File: config.mk
export PLATFORM = sky130hd
export DESIGN_NAME = truth_table_sweeper
export DESIGN_NICKNAME = d
export VERILOG_FILES = /design/src/rtl/sweeper_pkg.sv /design/src/rtl/truth_table_sweeper_row_counter.sv /design/src/rtl/truth_table_sweeper.sv
export SDC_FILE = /design/constraint.sdc
export NUM_CORES = 1
export LEC_CHECK = 0
export ABC_AREA = 0
export CAP_MARGIN = 20
export CORE_MARGIN = 8
export CORE_UTILIZATION = 50
export CTS_BUF_LIST = sky130_fd_sc_hd__clkbuf_16
export DETAILED_ROUTE_END_ITERATION = 8
export PLACE_DENSITY_LB_ADDON = 0.1
export SKIP_LAST_GASP = 1
export SYNTH_ARGS = -nofsm -noshare
export SYNTH_HDL_FRONTEND = slang
export SYNTH_SLANG_ARGS = --single-unit
File: constraint.sdc
create_clock -name clk -period 2.3 [get_ports clk]
set_input_delay 0.69 -clock clk [delete_from_list [all_inputs] [get_ports clk]]
set_output_delay 0.69 -clock clk [all_outputs]
set_load 0.02 [all_outputs]
File: src/rtl/sweeper_pkg.sv
// Shared types and helpers for the truth-table sweeper: FSM state encoding
// and the row-count helper used to size tables from the input count.
package sweeper_pkg;

  typedef enum logic [1:0] {
    IDLE   = 2'd0,
    DRIVE  = 2'd1,
    SAMPLE = 2'd2,
    DONE   = 2'd3
  } sweep_state_t;

  function automatic int ROWS(input int n);
    return 1 << n;
  endfunction

endpackage

File: src/rtl/truth_table_sweeper_row_counter.sv
// Row index counter: W bits wide internally so the last-row compare never
// aliases, exposing only the low W-1 bits as the row actually driven.
module truth_table_sweeper_row_counter #(
  parameter int             W    = 5,
  parameter logic [W-1:0]   LAST = '1
) (
  input  logic         clk,
  input  logic         reset,
  input  logic         clear,
  input  logic         inc,
  output logic [W-2:0] row,
  output logic         last
);

  logic [W-1:0] count;

  always_ff @(posedge clk or posedge reset) begin
    if (reset)      count <= '0;
    else if (clear) count <= '0;
    else if (inc)   count <= count + 1'b1;
  end

  assign row  = count[W-2:0];
  assign last = (count == LAST);

endmodule

File: src/rtl/truth_table_sweeper.sv
// Walks every input combination of a small combinational DUT, samples its
// output after one settle cycle and scores it against an expected table.
module truth_table_sweeper
  import sweeper_pkg::*;
#(
  parameter int                         N_IN     = 4,
  parameter logic [ROWS(N_IN)-1:0]      EXPECTED = '0
) (
  input  logic                     clk,
  input  logic                     reset,
  input  logic                     start,
  output logic [N_IN-1:0]          dut_in,
  input  logic                     dut_y,
  output logic                     busy,
  output logic                     done,
  output logic                     pass,
  output logic [N_IN:0]            mismatch_count,
  output logic [N_IN-1:0]          first_fail,
  output logic [ROWS(N_IN)-1:0]    obs_table
);

  localparam int             NR       = ROWS(N_IN);
  localparam int             IW       = N_IN + 1;
  localparam logic [IW-1:0]  LAST_ROW = IW'(NR - 1);

  sweep_state_t    state, state_next;
  logic [N_IN-1:0] row;
  logic            last;
  logic            launch;
  logic            sample;
  logic            miss;
  logic            fail_seen;

  truth_table_sweeper_row_counter #(
    .W    (IW),
    .LAST (LAST_ROW)
  ) u_row_counter (
    .clk   (clk),
    .reset (reset),
    .clear (launch),
    .inc   (sample && !last),
    .row   (row),
    .last  (last)
  );

  // State register
  always_ff @(posedge clk or posedge reset) begin
    if (reset) state <= IDLE;
    else       state <= state_next;
  end

  // Next-state logic; start is only honoured while not sweeping
  always_comb begin
    state_next = state;
    unique case (state)
      IDLE, DONE: if (start) state_next = DRIVE;
      DRIVE:      state_next = SAMPLE;
      SAMPLE:     state_next = last ? DONE : DRIVE;
      default:    state_next = IDLE;
    endcase
  end

  // Output and control decode
  always_comb begin
    busy   = (state == DRIVE) || (state == SAMPLE);
    done   = (state == DONE);
    pass   = done && (mismatch_count == '0);
    launch = start && ((state == IDLE) || (state == DONE));
    sample = (state == SAMPLE);
    miss   = sample && (dut_y != EXPECTED[row]);
  end

  assign dut_in = row;

  // Results update on the same edge as each sample and hold otherwise
  always_ff @(posedge clk or posedge reset) begin
    if (reset) begin
      mismatch_count <= '0;
      first_fail     <= '0;
      obs_table      <= '0;
      fail_seen      <= 1'b0;
    end else if (launch) begin
      mismatch_count <= '0;
      first_fail     <= '0;
      obs_table      <= '0;
      fail_seen      <= 1'b0;
    end else if (sample) begin
      obs_table[row] <= dut_y;
      if (miss) begin
        mismatch_count <= mismatch_count + 1'b1;
        if (!fail_seen) begin
          first_fail <= row;
          fail_seen  <= 1'b1;
        end
      end
    end
  end

endmodule
==> results.py <==
metrics = {
    "setup_path": {
        "path_buf_inv": 1,
        "critPathMaxStageDelay_ns": 0.62,
        "crit_start": "state[0]$_DFFE_PP0P_",
        "crit_chain": "ha_1 -> clkdlybuf4s50_1",
        "cp_max_fo": 4,
        "slowest_stage": "clkdlybuf4s50_1",
        "rr_startpoint": "u_row_counter.count[1]$_DFFE_PP0P_",
        "startpoint_type": "register",
        "cp.arrival_ns": 1.45,
        "worstSetupEndpointType": "primary output",
        "critical_path_class": "reg2out",
        "crit_required_ns": 1.61,
        "cpLargestDelayFamily": "buffers and inverters",
    },
    "logic_synthesis": {
        "synth_cell_types": 28,
        "synth_simple_gate_area_share_pct": 20.52,
        "postSynthRegisterBits": 33,
        "synth_xor_area_share_pct": 2.016,
        "synth_compound_area_share_pct": 6.263,
        "synth-edff-count": 0,
        "syn_nets": 190,
        "synthArstFlopShare_pct": 100.0,
        "syn-cell-area_um2": 1738,
        "yosys_warnings": 0,
        "synth_ff_type": "dfrtp_1",
        "synth_top_family_by_area": "simple AND/OR/NAND/NOR gates",
        "synth_adder_area_share_pct": 7.199,
        "synthCells": 176,
        "syn_area_per_cell_um2": 9.875,
        "synth_seq_area_share_pct": 47.52,
        "muxShareOfSynthArea_pct": 9.215,
    },
    "cts": {
        "cts_root_buf": "clkbuf_16",
        "clock_sinks": 33,
        "cts_tree": "yes",
        "clkTransAtPathRegs_ns": 0.05,
        "ctsResizeCount": 2,
        "cts-htree-levels": 2,
        "clk_latency_ns": 0.27,
        "clock_path_buffers": 2,
        "cts_setup_buffers": 0,
        "holdBufCountCts": 0,
        "cts_buffers": 5,
    },
    "layout": {
        "antennaDiodeCount": 0,
        "layout_common_cells": "dfrtp_1, clkdlybuf4s50_1, nor2_1",
        "nFillCells": 281,
        "nNetsFinal": 223,
        "drive_above_1_share_pct": 6.731,
        "area_delta_synth_final_pct": 28.51,
        "final_cell_area_um2": 2233,
    },
    "global_route": {
        "antenna_found_initial": 0,
        "grt_max_degree": 34,
        "grt_pass1_vias": 1372,
        "gr-total-overflow": 0,
        "grt_usage_pct": 15.18,
        "grt_pass1_wl_um": 6423,
    },
    "timing": {
        "period_share_pct": 93.23,
        "finalSetupViolCount": 0,
        "finalClockSkew_ns": 0.004410,
        "rsz0062_at_grt": "no",
        "slew_viol_final": 0,
        "slew_headroom_pct": 63.78,
        "fin_setup_tns_ns": 0,
        "min_period_ns": 2.144,
        "worst_pin_slew_ns": 0.5433,
        "finalHoldViolations": 0,
        "clock.fmax_mhz": 466.4,
    },
    "place": {
        "io_buffer_count": 35,
        "hpwlAfterDp_um": 2666,
        "place.gp.congestion": 0.8085,
        "postPlaceCellArea_um2": 2106,
    },
    "power": {
        "vdd_drop_max_mv": 0.7160,
        "p_leak_nw": 1.091,
        "pwr_density_cell_nw_per_um2": 915.7,
    },
    "job": {
        "maxCapViolations": 0,
    },
    "floorplan": {
        "ios": 36,
        "initial_core_util_pct": 52.08,
        "die-area_um2": 5618,
        "row_count": 21,
        "fp.coreArea_um2": 3337,
        "fp.dieW_um": 74.96,
        "die_y_um": 74.96,
    },
    "routing": {
        "avgViaCountPerCell": 5.402,
        "maxUsedRoutingLayer": "met4",
        "drc": 0,
        "drt_iter0_drc": 117,
        "wl_met1_um": 1636,
        "num_vias": 1372,
        "antenna_left": 0,
        "wl_per_cell_um": 15.24,
        "wl_met3_um": 213,
        "wl_met2_um": 1951,
        "first_pass_iters": 4,
        "wl_um": 3871,
    },
    "hold_path": {
        "hp-class": "reg2reg",
        "min_from": "fail_seen$_DFFE_PP0P_",
    },
    "status": {
        "status": "completed",
    },
}
worst register-to-register path: cells and delay by family (launching register included):
family	cells	cell delay, ns
compound gates	1	0.18
simple gates	3	0.79
flops	1	0.46
fa+ha+maj	2	0.55
state kept, by name (all words and copies together) (netlist names):
register	cells
mismatch_count	5
u_row_counter.count	5
fail_seen	1
obs_table	16
first_fail	4
state	2
cells by family after synthesis:
logic type / after synthesis
simple gates: 67
xor+xnor: 4
flops: 33
buf+inv: 25
fa+ha+maj: 10
mux: 16
compound gates: 21
layout make-up:
cell class                 instances  area (µm²)  area share (%)
clock buffer                       5       125.1           5.602
clock inverter                     1       5.005          0.2241
inverter                           9       33.78           1.513
multi-input combinational        118       785.8           35.18
sequential                        33       825.8           36.97
tap                               46       57.56           2.577
timing repair buffer              42       400.4           17.93
cell usage after synthesis (2+ instances only):
cell       n  share of area, %
nand4b_1   8               4.0
inv_1      9               1.9
nand2_1   10               2.2
nand2b_1   2              0.72
mux2i_1   16               9.2
dfrtp_1   33                48
nand3_1    4               1.2
ha_1      10               7.2
xnor2_1    2               1.0
xor2_1     2               1.0
o21ai_0    7               2.0
clkbuf_1   2              0.43
a21oi_1   12               3.5
or3_1      3               1.1
buf_4      6               2.6
nand4_1    8               2.9
nand3b_1   2              0.86
nor2_1    24               5.2
buf_2      7               2.0
power breakdown:
part	switching (mW)	internal [mW]
sequential	0.0533	0.658
combinational	0.453	0.279
clock	0.216	0.385
total	0.723	1.32
worst paths after layout:
path	endpoint	slack [ns]	depth (start not counted)
hold / removal	fail_seen$_DFFE_PP0P_	0.50	2
max in group asynchronous	u_row_counter.count[0]$_DFFE_PP0P_	1.19	3
setup / recovery	done	0.16	2
min in group asynchronous	mismatch_count[0]$_DFFE_PP0P_	0.81	3
hold reg to reg	fail_seen$_DFFE_PP0P_	0.50	2
setup reg to reg	u_row_counter.count[3]$_DFFE_PP0P_	0.25	6
per-layer routing:
metal | global-route usage, % | vias up
li1 | - | 662
met1 | 17.69 | 675
met2 | 25.34 | 27
met3 | 4.660 | 8
met4 | 5.870 | 0
met5 | 0 | -
stage by stage:
step	hold WS, ns	setup WS (ns)	std cells	util (%)	power [mW]
2_1_floorplan	0.4538	0.5204	176	-	1.225
3_3_place_gp	0.4684	0.2140	248	63.10	1.443
3_5_place_dp	0.4814	0.1667	248	63.10	1.475
4_1_cts	0.5031	0.1417	254	66.93	2.071
5_1_grt	0.5207	0.07094	254	66.93	2.161
6_report	0.5020	0.1558	254	66.93	2.045
(Power assumes the default switching activity.)
